<file path="src/rtl/sample_reader_pkg.sv">
// Shared types and constants for the oscilloscope capture path.
// Holds the sample_reader FSM state type and the top-level watcher state codes.
package oscilo_pkg;

  typedef enum logic [3:0] {
    IDLE,
    SEND_HDR,
    WAIT_HDR,
    FETCH,
    SEND,
    WAIT,
    SEND_SUM,
    WAIT_SUM,
    FINISH,
    DRAIN
  } reader_state_t;

  localparam logic [7:0] ST_INIT        = 8'h00;
  localparam logic [7:0] ST_TEST        = 8'h11;
  localparam logic [7:0] ST_SAMPLER     = 8'h21;
  localparam logic [7:0] ST_SAMPLE_READ = 8'h22;

  localparam logic [7:0] DEFAULT_HEADER = 8'hA5;

endpackage

</file>
<file path="src/rtl/sample_reader_if.sv">
// Bundle between sample_reader, the sample memory read port, uart_tx and the state watcher.
// master = the reader; slave = everything around it.
interface sample_reader_if #(
  parameter int ADDR_WIDTH = 8,
  parameter int DATA_WIDTH = 8
);
  logic                  activate;
  logic                  done;
  logic [ADDR_WIDTH-1:0] mem_addr;
  logic                  mem_oe;
  logic [DATA_WIDTH-1:0] mem_data;
  logic [7:0]            tx_data;
  logic                  tx_start;
  logic                  tx_active;
  logic                  tx_done;

  modport master (
    input  activate, mem_data, tx_active, tx_done,
    output done, mem_addr, mem_oe, tx_data, tx_start
  );

  modport slave (
    output activate, mem_data, tx_active, tx_done,
    input  done, mem_addr, mem_oe, tx_data, tx_start
  );
endinterface

</file>
<file path="src/rtl/sample_reader.sv">
// Streams the captured sample buffer over uart_tx as: header, NUM_SAMPLES bytes, optional checksum.
// state    | meaning
// IDLE     | waiting for activate
// SEND_HDR | pulse tx_start for the header once uart is free
// WAIT_HDR | header in flight
// FETCH    | read mem[addr], latch into tx_data and checksum
// SEND     | pulse tx_start for a data byte once uart is free
// WAIT     | data byte in flight; advance addr/count on tx_done
// SEND_SUM | pulse tx_start for the checksum once uart is free
// WAIT_SUM | checksum in flight
// FINISH   | frame complete, done held until activate drops
// DRAIN    | aborted; let any started byte finish, then IDLE
module sample_reader
  import oscilo_pkg::*;
#(
  parameter int         DATA_WIDTH    = 8,
  parameter int         ADDR_WIDTH    = 8,
  parameter int         NUM_SAMPLES   = 256,
  parameter logic [7:0] HEADER_BYTE   = DEFAULT_HEADER,
  parameter bit         SEND_CHECKSUM = 1'b1
) (
  input logic             clk_50mhz,
  input logic             reset,
  sample_reader_if.master bus
);

  localparam logic [ADDR_WIDTH:0] NUM_S = (ADDR_WIDTH + 1)'(NUM_SAMPLES);

  reader_state_t         r_state;
  reader_state_t         w_next;
  logic [ADDR_WIDTH-1:0] r_addr;
  logic [ADDR_WIDTH:0]   r_count;
  logic [ADDR_WIDTH:0]   w_count_inc;
  logic [7:0]            r_tx_data;
  logic [7:0]            r_checksum;
  logic                  r_pending;
  logic                  w_tx_start;
  logic                  w_last;
  logic [DATA_WIDTH-1:0] w_mem_data;

  assign w_mem_data  = bus.mem_data;
  assign w_count_inc = r_count + 1'b1;
  assign w_last      = !(w_count_inc < NUM_S);

  always_comb begin
    w_next     = r_state;
    w_tx_start = 1'b0;
    case (r_state)
      IDLE:     if (bus.activate) w_next = SEND_HDR;
      SEND_HDR: begin
        if (!bus.activate) w_next = DRAIN;
        else if (!bus.tx_active) begin
          w_tx_start = 1'b1;
          w_next     = WAIT_HDR;
        end
      end
      WAIT_HDR: begin
        if (!bus.activate) w_next = DRAIN;
        else if (bus.tx_done) w_next = FETCH;
      end
      FETCH:    w_next = bus.activate ? SEND : DRAIN;
      SEND: begin
        if (!bus.activate) w_next = DRAIN;
        else if (!bus.tx_active) begin
          w_tx_start = 1'b1;
          w_next     = WAIT;
        end
      end
      WAIT: begin
        if (!bus.activate) w_next = DRAIN;
        else if (bus.tx_done) begin
          if (!w_last)            w_next = FETCH;
          else if (SEND_CHECKSUM) w_next = SEND_SUM;
          else                    w_next = FINISH;
        end
      end
      SEND_SUM: begin
        if (!bus.activate) w_next = DRAIN;
        else if (!bus.tx_active) begin
          w_tx_start = 1'b1;
          w_next     = WAIT_SUM;
        end
      end
      WAIT_SUM: begin
        if (!bus.activate) w_next = DRAIN;
        else if (bus.tx_done) w_next = FINISH;
      end
      FINISH:   if (!bus.activate) w_next = IDLE;
      // a byte started just before the abort may not have raised tx_active yet
      DRAIN:    if (!bus.tx_active && !r_pending) w_next = IDLE;
      default:  w_next = IDLE;
    endcase
  end

  always_ff @(posedge clk_50mhz) begin
    if (reset) begin
      r_state    <= IDLE;
      r_addr     <= '0;
      r_count    <= '0;
      r_tx_data  <= '0;
      r_checksum <= '0;
      r_pending  <= 1'b0;
    end else begin
      r_state <= w_next;
      if (w_tx_start)       r_pending <= 1'b1;
      else if (bus.tx_done) r_pending <= 1'b0;
      case (r_state)
        IDLE: if (bus.activate) begin
          r_addr     <= '0;
          r_count    <= '0;
          r_checksum <= '0;
          r_tx_data  <= HEADER_BYTE;
        end
        FETCH: if (bus.activate) begin
          r_tx_data  <= w_mem_data;
          r_checksum <= r_checksum + w_mem_data;
        end
        WAIT: if (bus.activate && bus.tx_done) begin
          r_count <= w_count_inc;
          r_addr  <= r_addr + 1'b1;
          if (w_last && SEND_CHECKSUM) r_tx_data <= r_checksum;
        end
        default: ;
      endcase
    end
  end

  assign bus.done     = (r_state == FINISH);
  assign bus.mem_oe   = (r_state == FETCH);
  assign bus.mem_addr = r_addr;
  assign bus.tx_data  = r_tx_data;
  assign bus.tx_start = w_tx_start;

endmodule

</file>
<file path="src/flat_wrapper.sv">
// flat-port wrapper written by rule: the top's interface ports become plain ports
module sample_reader_flat import oscilo_pkg::*;
#(
  parameter int         DATA_WIDTH    = 8,
  parameter int         ADDR_WIDTH    = 8,
  parameter int         NUM_SAMPLES   = 256,
  parameter logic [7:0] HEADER_BYTE   = DEFAULT_HEADER,
  parameter bit         SEND_CHECKSUM = 1'b1
)
  (clk_50mhz, reset, bus_activate, bus_mem_data, bus_tx_active, bus_tx_done, bus_done, bus_mem_addr, bus_mem_oe, bus_tx_data, bus_tx_start);
  sample_reader_if #(.ADDR_WIDTH(ADDR_WIDTH), .DATA_WIDTH(DATA_WIDTH)) bus_i ();
  input logic clk_50mhz;
  input logic reset;
  input wire logic [$bits(bus_i.activate)-1:0] bus_activate;
  input wire logic [$bits(bus_i.mem_data)-1:0] bus_mem_data;
  input wire logic [$bits(bus_i.tx_active)-1:0] bus_tx_active;
  input wire logic [$bits(bus_i.tx_done)-1:0] bus_tx_done;
  output wire logic [$bits(bus_i.done)-1:0] bus_done;
  output wire logic [$bits(bus_i.mem_addr)-1:0] bus_mem_addr;
  output wire logic [$bits(bus_i.mem_oe)-1:0] bus_mem_oe;
  output wire logic [$bits(bus_i.tx_data)-1:0] bus_tx_data;
  output wire logic [$bits(bus_i.tx_start)-1:0] bus_tx_start;
  assign bus_i.activate = bus_activate;
  assign bus_i.mem_data = bus_mem_data;
  assign bus_i.tx_active = bus_tx_active;
  assign bus_i.tx_done = bus_tx_done;
  assign bus_done = bus_i.done;
  assign bus_mem_addr = bus_i.mem_addr;
  assign bus_mem_oe = bus_i.mem_oe;
  assign bus_tx_data = bus_i.tx_data;
  assign bus_tx_start = bus_i.tx_start;
  sample_reader #(.DATA_WIDTH(DATA_WIDTH), .ADDR_WIDTH(ADDR_WIDTH), .NUM_SAMPLES(NUM_SAMPLES), .HEADER_BYTE(HEADER_BYTE), .SEND_CHECKSUM(SEND_CHECKSUM)) u_core (.clk_50mhz(clk_50mhz), .reset(reset), .bus(bus_i));
endmodule
</file>
<file path="config.mk">
export PLATFORM = sky130hd
export DESIGN_NAME = sample_reader_flat
export DESIGN_NICKNAME = d
export VERILOG_FILES = /design/src/rtl/sample_reader_pkg.sv /design/src/rtl/sample_reader_if.sv /design/src/rtl/sample_reader.sv /design/src/flat_wrapper.sv
export SDC_FILE = /design/constraint.sdc
export NUM_CORES = 1
export LEC_CHECK = 0
export CAP_MARGIN = 20
export CORE_MARGIN = 10
export CORE_UTILIZATION = 40
export DETAILED_ROUTE_END_ITERATION = 16
export SLEW_MARGIN = 20
export SYNTH_ARGS = -nofsm -noshare
export SYNTH_HDL_FRONTEND = slang
export SYNTH_SLANG_ARGS = --single-unit
</file>
<file path="constraint.sdc">
create_clock -name clk_50mhz -period 2.6 [get_ports clk_50mhz]
set_clock_uncertainty 0.2 [all_clocks]
set_input_delay 0.26 -clock clk_50mhz [delete_from_list [all_inputs] [get_ports clk_50mhz]]
set_output_delay 0.26 -clock clk_50mhz [all_outputs]
set_load 0.05 [all_outputs]
</file>
# Word-level counts from Yosys, hierarchy flattened
# Index checks and enable logic that the tools add are counted.
totals:
  register_bits: 38
  inputBits: 13
  out_inout_bits: 19
  word_cells: 81
classes:
  addsub: 3
  n_lt_le_gt_ge: 1
  n_eq_ne: 21
  mux: 36
  reduce_logical: 14
op_table:
  columns: ["cell", "count"]
  rows:
  - ["two-way mux 4 bit", 16]
  - ["two-way mux 8 bit", 7]
  - ["one-hot mux 4 bit (10 select lines)", 1]
  - ["one-hot mux 8 bit (2 select lines)", 2]
  - ["one-hot mux 8 bit (3 select lines)", 1]
  - ["two-way mux 9 bit", 2]
  - ["inequality test 3 bit, second input constant", 6]
  - ["one-hot mux 9 bit (2 select lines)", 1]
  - ["equality test 4 x 3 -> 1 bit, second input constant", 4]
  - ["adder 9 x 1 -> 9 bit, second input constant", 1]
  - ["less-than comparator 9 bit, second input constant", 1]
  - ["AND reduction 9 bit", 1]
  - ["adder 8 x 1 -> 8 bit, second input constant", 1]
  - ["adder 8 bit", 1]
  - ["equality test 4 x 2 -> 1 bit, second input constant", 2]
  - ["equality test 4 bit, second input constant", 2]
  - ["inequality test 2 bit, second input constant", 4]
  - ["AND reduction 3 bit", 2]
  - ["nonzero test 2 bit", 3]
  - ["two-way mux 1 bit", 5]
  - ["AND reduction 5 bit", 1]
  - ["equality test 4 x 1 -> 1 bit, second input constant", 1]
  - ["zero test 4 bit", 1]
  - ["inequality test 2 x 1 -> 1 bit, second input constant", 2]
  - ["other kinds (5)", 7]

# Longest topological paths before layout
# Gate-level depths: netlist of run 1.
logic_depth:
  word_depth: 6
  depth_mapped: 7
  ltp_nobuf: 7

# Worst setup path before layout of run 1
# Ideal clock, no wire load.
synth_timing:
  kind: "register to output"
  from: "register u_core.r_state[2]"
  to: "output bus_tx_start"
  t_arrival_ns: 1.827
  t_required_ns: 2.140
  setup_slack_ns: 0.313
  stages_incl_launch_ff: 5
  path_buffers: 1
  cell_sequence: "dfxtp_1 -> buf_6 -> nor2b_1 -> a21oi_1 -> nor3_1"
synth_between:
  elab_chain_cells: 3
  elab_cells_between_ends: 5
synth_rtl:
  columns: ["item", "line_no", "rtl"]
  rows:
  - ["from (decl)", "sample_reader.sv:29", "reader_state_t r_state;"]
  - ["from (signal assigned)", "sample_reader.sv:104", "r_state <= w_next;"]
  - ["equality test 4 x 1 -> 1 bit or equality test 4 x 3 -> 1 bit (tied branches)", "sample_reader.sv:48", "case (r_state)"]
  - ["OR reduction 3 bit (no line) (*)", null, null]
  - ["two-way mux 1 bit (*)", null, null]
  - ["to (decl)", "flat_wrapper.sv:22", "output wire logic [$bits(bus_i.tx_start)-1:0] bus_tx_start;"]
# Every way passes the cells marked *; elsewhere a longest branch is shown, timed or not.

# Worst setup path in the final report of run 1
layout_timing:
  from: "register u_core.r_state[0]"
  to: "output bus_done"
layout_between:
  elab_chain_cells: 1
layout_rtl:
  columns: ["item", "line_no", "rtl"]
  rows:
  - ["equality test 4 bit", "sample_reader.sv:128", "assign bus.done = (r_state == FINISH);"]
  - ["to (decl)", "flat_wrapper.sv:18", "output wire logic [$bits(bus_i.done)-1:0] bus_done;"]
# Every way passes these cells.

==> metrics.md, run 1 <==
| Metric | Value |
|---|---|
| Part of the Yosys area used for sequential elements | `0.356` |
| Worst-path clk slew | `80 ps` |
| Nets@finish | `302` |
| GRT Total Usage | `0.124` |
| Hold Crit Class | `register to register` |
| Register share of total power | `0.396` |
| Post-CTS setup repair buffer count | `0` |
| Slowest stage delay, CP | `790 ps` |
| Setup Viol. Count Final | `0` |
| Pwr dens | `641 nW/um2` |
| Vias in the first global route | `1,896` |
| Cells after synthesis | `246` |
| Async S/R FF share, synth | `0` |
| Final Slew Violations | `0` |
| Crit path DAT | `1980 ps` |
| Via Count | `1,900` |
| Post-route ant nets | `0` |
| Top_reg_cell synth | `dfxtp_1` |
| DRT Wirelength | `4.99 mm` |
| Total grt overflow | `0` |
| Synth Net Count | `269` |
| Die height | `93.1 um` |
| Crit path time final | `2440 ps` |
| Root Driver | `clkbuf_8` |
| Die W | `93.1 um` |
| Top delay family on crit path | `buffers and inverters` |
| Share of the synthesized area in the top cell type | `0.356` |
| Clk sink count | `38` |
| Starting DRT DRC Count | `61` |
| Via density | `5.44` |
| Number of synthesized register bits | `38` |
| Drt wl/cell | `14.3 um` |
| Startpoint Class | `register` |
| Worst setup EP type | `output pin` |
| Fraction of layout cells with a size suffix above 1 | `0.100` |
| Worst-margin pin slew | `756 ps` |
| Mapped Avg Cell Area | `8.70 um2` |
| Clock network power share | `0.302` |
| # diodes | `0` |
| Count of different cell masters after synthesis | `55` |
| PostCTS Resize Cnt | `0` |
| Max Clock Freq | `0.409 GHz` |
| Clk_lat worst skew | `290 ps` |
| Post-detail-place hpwl | `3.64 mm` |
| Initial antenna violation count | `0` |
| CTS tree | `done` |
| Kind of critical path | `register to output pin` |
| Synthesized area | `2140 um2` |
| Gpl congestion | `0.795` |
| Rel. slew slack | `0.494` |
| LEAKAGE | `0.981 nW` |
| Worst path bufs/invs | `1` |
| Crit Path Max Fanout | `15` |
| RSZ-0062 raised after global routing | `false` |
| Final core occ | `0.517` |
| TritonRoute pass-1 iters | `4` |
| I/O Pins | `32` |
| Placeable Area | `5140 um2` |
| Initial core utilization | `0.416` |
| Slowest-stage cell, CP | `clkdlybuf4s50_1` |
| CTS Buf Count | `5` |
| Worst reg2reg setup slack | `310 ps` |
| CTS max path bufs | `2` |
| Area Overhead vs Synth | `24.1%` |
| Worst path required time | `2140 ps` |
| Pin count of the biggest net entering global routing | `27` |
| Final hold vios | `0` |
| Global-route wire length before repair | `8.97 mm` |
| Status | `finished, final reports clean` |
| Final TNS setup | `0 ps` |
| Die Area | `8670 um2` |
| Top area cells in the synthesized netlist | `dfxtp_1 36%, ha_1 5.3%, a22oi_1 4.9%, a21oi_1 4.7%, xor2_1 4.5%` |
| DRC Markers | `0` |
| Combinational share of power | `0.301` |
| Critical-path cell list | `nor3_1 -> and2_1 -> clkdlybuf4s50_1` |
| Switching Fraction | `0.338` |
| VDD IR-drop max | `0.351 mV` |
| YS warnings | `0` |
| Yosys top cell by area | `dfxtp_1` |
| Fin crit share | `0.940` |
| Psw | `0.575 mW` |
| Internal power | `1.13 mW` |
| CTS Hold Buffers Added | `0` |
| Max-cap viol count | `0` |
| CTS H-Tree Depth | `2` |
| Number of synthesized flops with an enable pin | `0` |
| FP Rows | `26` |
| PortBufs | `31` |
[layer usage]
metal  wire [um]  track usage  share of wire  vias to the layer above
met3         296       0.0360          0.059                        7
met1        2530        0.161           0.51                      869
met4          46       0.0450         0.0092                        0
li1            -            -              -                      980
met2        2120        0.189           0.42                       44
met5           0            0              0                        -
[power by group through the flow]
| stage | Clock, mW | Combinational, mW | Sequential, mW |
|---|---|---|---|
| detailed placement | 0 | 0.515 | 0.685 |
| global placement | 0 | 0.515 | 0.687 |
| finish | 0.514 | 0.513 | 0.674 |
| global route | 0.554 | 0.558 | 0.681 |
| floorplan | 0 | 0.291 | 0.751 |
| CTS | 0.531 | 0.518 | 0.672 |
[state kept, by name, summed over array words and instances (netlist names)]
signal,count
u_core.r_state,4
u_core.r_checksum,8
u_core.bus.tx_data,8
u_core.r_count,9
u_core.bus.mem_addr,8
u_core.r_pending,1
[placed cells by master, fill, tap and decap left out, drive strengths merged, types with 2 or more instances in the layout]
cell type / Yosys / routed
and2: 5 / 5
mux2i: 3 / 3
nor3: 6 / 6
a31oi: 3 / 3
xnor2: 5 / 5
nor2: 25 / 25
nand4: 6 / 6
inv: 5 / 5
nand2b: 2 / 2
o211ai: 2 / 2
and4: 2 / 2
nand2: 16 / 16
or2: 3 / 3
a311oi: 4 / 4
nand3: 11 / 11
and2b: 2 / 2
clkbuf: 6 / 6
dfxtp: 38 / 38
a211oi: 6 / 6
o21ai: 3 / 3
xor2: 11 / 11
o31ai: 3 / 3
a21oi: 20 / 20
ha: 9 / 9
or3: 2 / 2
nor2b: 3 / 3
and3: 2 / 2
buf: 7 / 10
clkdlybuf4s50: 0 / 29
a21o: 4 / 4
a22oi: 14 / 14
[synthesized netlist by cell type (2+ instances only)]
cell type and n:
nand4_1 6, nand3_1 11, and2b_1 2, clkbuf_1 6, a22oi_1 14, a211oi_1 4, buf_4 2, dfxtp_1 38
a21o_1 4, nor3_1 6, o211ai_1 2, a311oi_1 4, o31ai_1 3, xor2_1 11, inv_1 5, ha_1 9
a21oi_1 20, o21ai_0 2, a31oi_1 3, and3_1 2, nor2_1 25, and4_1 2, or3_1 2, a211oi_2 2
nor2b_1 3, mux2i_1 2, xnor2_1 5, buf_6 2, and2_1 5, buf_2 3, nand2_1 16, or2_2 2
[worst min-delay path: stages (launching register included)]
cell	delay (ps)
dfxtp_1	340
nand2_1	60
a21oi_1	50
[area by class of cell]
| cell class | instances | area [um2] |
|---|---|---|
| Fill cell | 515 | 2480 |
| Multi-Input combinational cell | 190 | 1280 |
| Clock inverter | 1 | 30.0 |
| Timing Repair Buffer | 39 | 390 |
| Tap cell | 70 | 87.6 |
| Sequential cell | 38 | 761 |
| Inverter | 5 | 18.8 |
| Clock buffer | 6 | 82.6 |
[through the flow]
stage | total power [mW] | area, um2 | hold WS (ps) | setup WS (ps) | std cells
6_report | 1.70 | 2660 | 293 | 156 | 349
3_5_place_dp | 1.20 | 2540 | 283 | 126 | 342
5_1_grt | 1.79 | 2660 | 330 | 31.8 | 349
3_3_place_gp | 1.20 | 2540 | 275 | 160 | 342
4_1_cts | 1.72 | 2660 | 293 | 124 | 349
2_1_floorplan | 1.04 | 2140 | 254 | 313 | 246
[logic make-up after synthesis]
family / after synthesis / share of synthesized area
muxes: 4 / 0.0251
DFF: 38 / 0.356
buffers and inverters: 18 / 0.0439
AOI/OAI and AO/OA: 69 / 0.227
adders and majority gates: 10 / 0.0620
and+or+nand+nor: 91 / 0.220
xor gates and xnor gates: 16 / 0.0655
[path summary, 6_finish.rpt]
check                                       start                end  cells after the start
worst min register to register  u_core.r_count[1]  u_core.r_count[1]                      2
worst max register to register  u_core.r_state[0]  u_core.r_state[1]                      5
worst max-delay path            u_core.r_state[0]           bus_done                      3
worst min-delay path            u_core.r_count[1]  u_core.r_count[1]                      2
Note: power is estimated with default switching activity, not from simulation.
==> run 2: changes to the inputs <==
--- a/config.mk
+++ b/config.mk
@@ -7,8 +7,10 @@
 export LEC_CHECK = 0
 export CAP_MARGIN = 20
 export CORE_MARGIN = 10
-export CORE_UTILIZATION = 40
+export CORE_UTILIZATION = 45
 export DETAILED_ROUTE_END_ITERATION = 16
+export GPL_TIMING_DRIVEN = 1
+export PLACE_DENSITY = 0.68
 export SLEW_MARGIN = 20
 export SYNTH_ARGS = -nofsm -noshare
 export SYNTH_HDL_FRONTEND = slang
==> metrics.md, run 2 (same netlist as run 1, synthesis figures left out) <==
| Metric | Value |
|---|---|
| Worst-margin pin slew | `529 ps` |
| GRT Total Usage | `0.137` |
| LEAKAGE | `1.02 nW` |
| Startpoint Class | `register` |
| Clk sink count | `38` |
| FP Rows | `25` |
| Power Total | `1.82 mW` |
| CTS max path bufs | `2` |
| Placeable Area | `4660 um2` |
| Post-detail-place hpwl | `3.62 mm` |
| Fraction of layout cells with a size suffix above 1 | `0.110` |
| Vias in the first global route | `1,820` |
| DRT Wirelength | `5.05 mm` |
| Pwr dens | `680 nW/um2` |
| Final TNS setup | `0 ps` |
| Starting DRT DRC Count | `90` |
| Final Slew Violations | `0` |
| CTS Buf Count | `5` |
| DRC Markers | `0` |
| Fin crit share | `0.892` |
| Initial core utilization | `0.459` |
| Initial antenna violation count | `0` |
| I/O Pins | `32` |
| RSZ-0062 raised after global routing | `false` |
| Area Overhead vs Synth | `25.3%` |
| Worst-path clk slew | `80 ps` |
| Worst setup EP type | `output pin` |
| Slowest-stage cell, CP | `dfxtp_1` |
| Via density | `5.65` |
| TritonRoute pass-1 iters | `4` |
| Pin count of the biggest net entering global routing | `27` |
| FF-to-FF path depth | `5` |
| Worst setup endpoint | `bus_mem_oe` |
| Top delay family on crit path | `flip-flops` |
| Drt wl/cell | `15.1 um` |
| Crit path DAT | `1860 ps` |
| Worst path bufs/invs | `3` |
| Crit Path Max Fanout | `15` |
| Final core occ | `0.575` |
| # diodes | `0` |
| Die height | `89.0 um` |
| Final hold vios | `0` |
| Slowest stage delay, CP | `620 ps` |
| Rel. slew slack | `0.642` |
| Die Area | `7910 um2` |
| Hold Crit Class | `register to register` |
| Worst reg2reg setup slack | `310 ps` |
| Max reg flops | `9` |
| Levels on crit path | `4` |
| Largest reg by FF count | `u_core.r_count` |
| Max-cap viol count | `0` |
| Total grt overflow | `0` |
| Worst path required time | `2140 ps` |
| Max Clock Freq | `0.431 GHz` |
| Post-CTS setup repair buffer count | `0` |
| Via Count | `1,892` |
| Root Driver | `clkbuf_8` |
| Setup Viol. Count Final | `0` |
| Nets@finish | `303` |
| Commonest non-fill, non-tap cell in the layout | `dfxtp_1` |
| CTS tree | `done` |
| Die W | `89.0 um` |
| CTS Hold Buffers Added | `0` |
| Reg2reg end | `u_core.bus.tx_data[5]` |
| PortBufs | `31` |
| Post-route ant nets | `0` |
| Gpl congestion | `0.862` |
| CTS H-Tree Depth | `2` |
| Reg-to-reg startpoint | `u_core.r_state[0]` |
| VDD IR-drop max | `0.416 mV` |
| Global-route wire length before repair | `8.54 mm` |
| Setup ws final | `282 ps` |
| Crit path launch | `u_core.r_state[0]` |
| Clk_lat worst skew | `290 ps` |
| PostCTS Resize Cnt | `0` |
| Kind of critical path | `register to output pin` |
| Status | `finished, final reports clean` |
| DP Worst Slack | `148 ps` |
| Commonest cells after routing, fill and taps aside | `38 x dfxtp_1, 28 x clkdlybuf4s50_1, 25 x nor2_1` |
| Crit path time final | `2320 ps` |
| Critical-path cell list | `inv_1 -> nor3_2 -> buf_4 -> buf_12` |
run 2: metal layers:
layer	routed length, um	up-vias	GRT usage
met4	59	0	0.0434
li1	-	978	-
met3	350	4	0.0465
met5	0	-	0
met2	2310	54	0.213
met1	2330	856	0.173
run 2: worst min path at each step:
stage | start | endpoint | cells after the start
after global routing | u_core.r_pending | u_core.r_pending | 2
after global placement | u_core.r_count[1] | u_core.r_count[1] | 2
final | u_core.r_count[1] | u_core.r_count[1] | 2
after floorplan | bus_activate | u_core.r_checksum[6] | 2
after detailed placement | u_core.r_pending | u_core.r_pending | 2
after CTS | u_core.r_count[1] | u_core.r_count[1] | 2
run 2: layout make-up:
cell class                      count  area [um2]
Multi-Input combinational cell    190        1290
Fill cell                         433        1980
Tap cell                           54        67.6
Timing Repair Buffer               40         400
Clock inverter                      2        60.1
Clock buffer                        6        82.6
Inverter                            5        18.8
Sequential cell                    38         761
run 2: tightest hold or removal path, cell delays in order, from the launching register on:
cell and delay (ps):
dfxtp_1 340, nand2_1 60, a21oi_1 50
run 2: where the power goes:
| part | internal (mW) | switching (mW) |
|---|---|---|
| Clock | 0.409 | 0.215 |
| Combinational | 0.208 | 0.315 |
| Sequential | 0.622 | 0.0512 |
run 2: through the flow:
step | hold slack, ps | cell area (um2) | cells
after floorplan | 254 | 2140 | 246
after global placement | 274 | 2530 | 327
after detailed placement | 283 | 2530 | 327
after CTS | 295 | 2670 | 335
after global routing | 317 | 2680 | 335
final | 293 | 2680 | 335
==> run 3: changes to the inputs <==
--- a/config.mk
+++ b/config.mk
@@ -10,7 +10,7 @@
 export CORE_UTILIZATION = 45
 export DETAILED_ROUTE_END_ITERATION = 16
 export GPL_TIMING_DRIVEN = 1
-export PLACE_DENSITY = 0.68
+export PLACE_DENSITY = 0.71
 export SLEW_MARGIN = 20
 export SYNTH_ARGS = -nofsm -noshare
 export SYNTH_HDL_FRONTEND = slang
==> constraint.sdc (replaced) <==
create_clock -name clk_50mhz -period 2.1 [get_ports clk_50mhz]
set_clock_uncertainty 0.2 [all_clocks]
set_input_delay 0.21 -clock clk_50mhz [delete_from_list [all_inputs] [get_ports clk_50mhz]]
set_output_delay 0.21 -clock clk_50mhz [all_outputs]
set_load 0.05 [all_outputs]
==> metrics.md, run 3 (same netlist as run 1, synthesis figures left out) <==
| Metric | Value |
|---|---|
| Crit path DAT | `2000 ps` |
| Gpl congestion | `0.816` |
| DRC Markers | `0` |
| Commonest cells after routing, fill and taps aside | `38 x buf_4, 36 x dfxtp_1, 28 x clkdlybuf4s50_1` |
| Pin count of the biggest net entering global routing | `15` |
| Worst-path clk slew | `70 ps` |
| Die Area | `7910 um2` |
| Final Slew Violations | `0` |
| Worst path required time | `2100 ps` |
| Hold Crit Class | `register to register` |
| # diodes | `0` |
| Placed cell areas | `2780 um2` |
| LEAKAGE | `1.14 nW` |
| CTS tree | `done` |
| Max Clock Freq | `0.500 GHz` |
| Final hold vios | `0` |
| Largest reg by FF count | `u_core.r_count` |
| Commonest non-fill, non-tap cell in the layout | `buf_4` |
| Root Driver | `clkbuf_8` |
| Post-route ant nets | `0` |
| Multi-input gate area | `1320 um2` |
| Via density | `5.53` |
| FP Rows | `25` |
| Slowest-stage cell, CP | `clkdlybuf4s50_1` |
| Final core occ | `0.628` |
| Total grt overflow | `0` |
| Status | `finished, final reports clean` |
| VDD IR-drop max | `0.385 mV` |
| Setup Viol. Count Final | `0` |
| Worst path bufs/invs | `1` |
| Fraction of layout cells with a size suffix above 1 | `0.219` |
| Register share of total power | `0.360` |
| Top delay family on crit path | `compound AO/OA/AOI/OAI gates` |
| Clk sink count | `38` |
| Switching Fraction | `0.341` |
| Initial antenna violation count | `0` |
| Crit path time final | `2000 ps` |
| Internal power | `1.49 mW` |
| Starting DRT DRC Count | `87` |
| Fin crit share | `0.953` |
| Area Overhead vs Synth | `36.8%` |
| Drt wl/cell | `14.4 um` |
| Combinational share of power | `0.364` |
| CTS max path bufs | `2` |
| Fillcell total | `397` |
| Global-route wire length before repair | `8.79 mm` |
| Psw | `0.772 mW` |
| Critical-path cell list | `clkdlybuf4s50_1 -> ha_2 -> fa_2 -> a21o_1 -> a21oi_2 -> o211ai_1 -> xnor2_1 -> o31ai_1` |
| Slowest stage delay, CP | `440 ps` |
| Clk_lat worst skew | `290 ps` |
| Via Count | `2,017` |
| Worst-margin pin slew | `523 ps` |
| Max reg flops | `9` |
| DP Worst Slack | `-310 ps` |
| Setup ws final | `98.5 ps` |
| CTS Buf Count | `5` |
| Clock network power share | `0.276` |
| Worst setup EP type | `register` |
| Post-detail-place hpwl | `3.95 mm` |
| Crit Path Max Fanout | `2` |
| RSZ-0062 raised after global routing | `false` |
| Initial core utilization | `0.459` |
| Placeable Area | `4660 um2` |
| Kind of critical path | `input pin to register` |
| PortBufs | `31` |
| Reg area | `763 um2` |
| Die height | `89.0 um` |
| Pwr dens | `774 nW/um2` |
| Post-route cell area | `2930 um2` |
| Vias in the first global route | `2,011` |
| Startpoint Class | `input pin` |
| I/O Pins | `32` |
| GRT Total Usage | `0.137` |
| TritonRoute pass-1 iters | `4` |
| CTS H-Tree Depth | `2` |
| Power Total | `2.27 mW` |
| Rel. slew slack | `0.650` |
| DRT Wirelength | `5.26 mm` |
| Nets@finish | `333` |
| Die W | `89.0 um` |
| Max-cap viol count | `0` |
## run 3: cell count changes in the layout (fill, tap and decap cells not counted), moves of 2 or more
cell / delta
a21oi_1: -2
buf_12: +2
buf_4: +29
clkinvlp_4: +2
dfxtp_1: -2
dfxtp_2: +2
## run 3: cell type report
cell class              count  area share
inverters                   5     0.00641
multi-input cells         190       0.450
repair buffers             70       0.221
clock inverters             3      0.0154
well taps                  54      0.0231
clock buffers               5      0.0235
flip-flops and latches     38       0.261
## run 3: metrics by stage
step                      setup TNS, ps  hold WS, ps  cells
after floorplan                       0          204    246
after global placement            -1190          275    356
after detailed placement          -1440          284    356
after CTS                             0          293    364
after global routing                  0          320    365
final                                 0          290    365
## run 3: power groups by stage
stage / clock network [mW] / registers [mW] / logic, mW
floorplan: 0 / 0.930 / 0.362
finish: 0.625 / 0.817 / 0.824
CTS: 0.636 / 0.815 / 0.800
global route: 0.668 / 0.826 / 0.889
global placement: 0 / 0.831 / 0.791
detailed placement: 0 / 0.831 / 0.795
## run 3: what timing repair did
action | 4_1_cts | 5_1_grt
hold buffers | 0 | 0
pin swaps | 0 | 4
buffers inserted | 0 | 1
gates resized for setup | 1 | 7
setup endpoints to repair | 1 | 19
## run 3: path summary, 6_finish.rpt
path / start / to / slack (ps) / cells past startpoint
min reg2reg: u_core.r_count[1] / u_core.r_count[1] / 290 / 2
min: u_core.r_count[1] / u_core.r_count[1] / 290 / 2
max reg2reg: u_core.r_checksum[0] / u_core.r_checksum[6] / 130 / 7
max: bus_mem_data[0] / u_core.r_checksum[6] / 100 / 8
## run 3: tightest hold or removal path, cell delays in order (launching register included)
cell and delay [ps]:
dfxtp_1 340, nand2_1 60, a21oi_1 50
## run 3: per-layer routing
layer	up-vias	global-route usage	share of wire
met3	4	0.0356	0.039
met2	34	0.233	0.49
met1	938	0.164	0.46
met5	-	0	0
met4	0	0.0477	0.0057
li1	1041	-	-
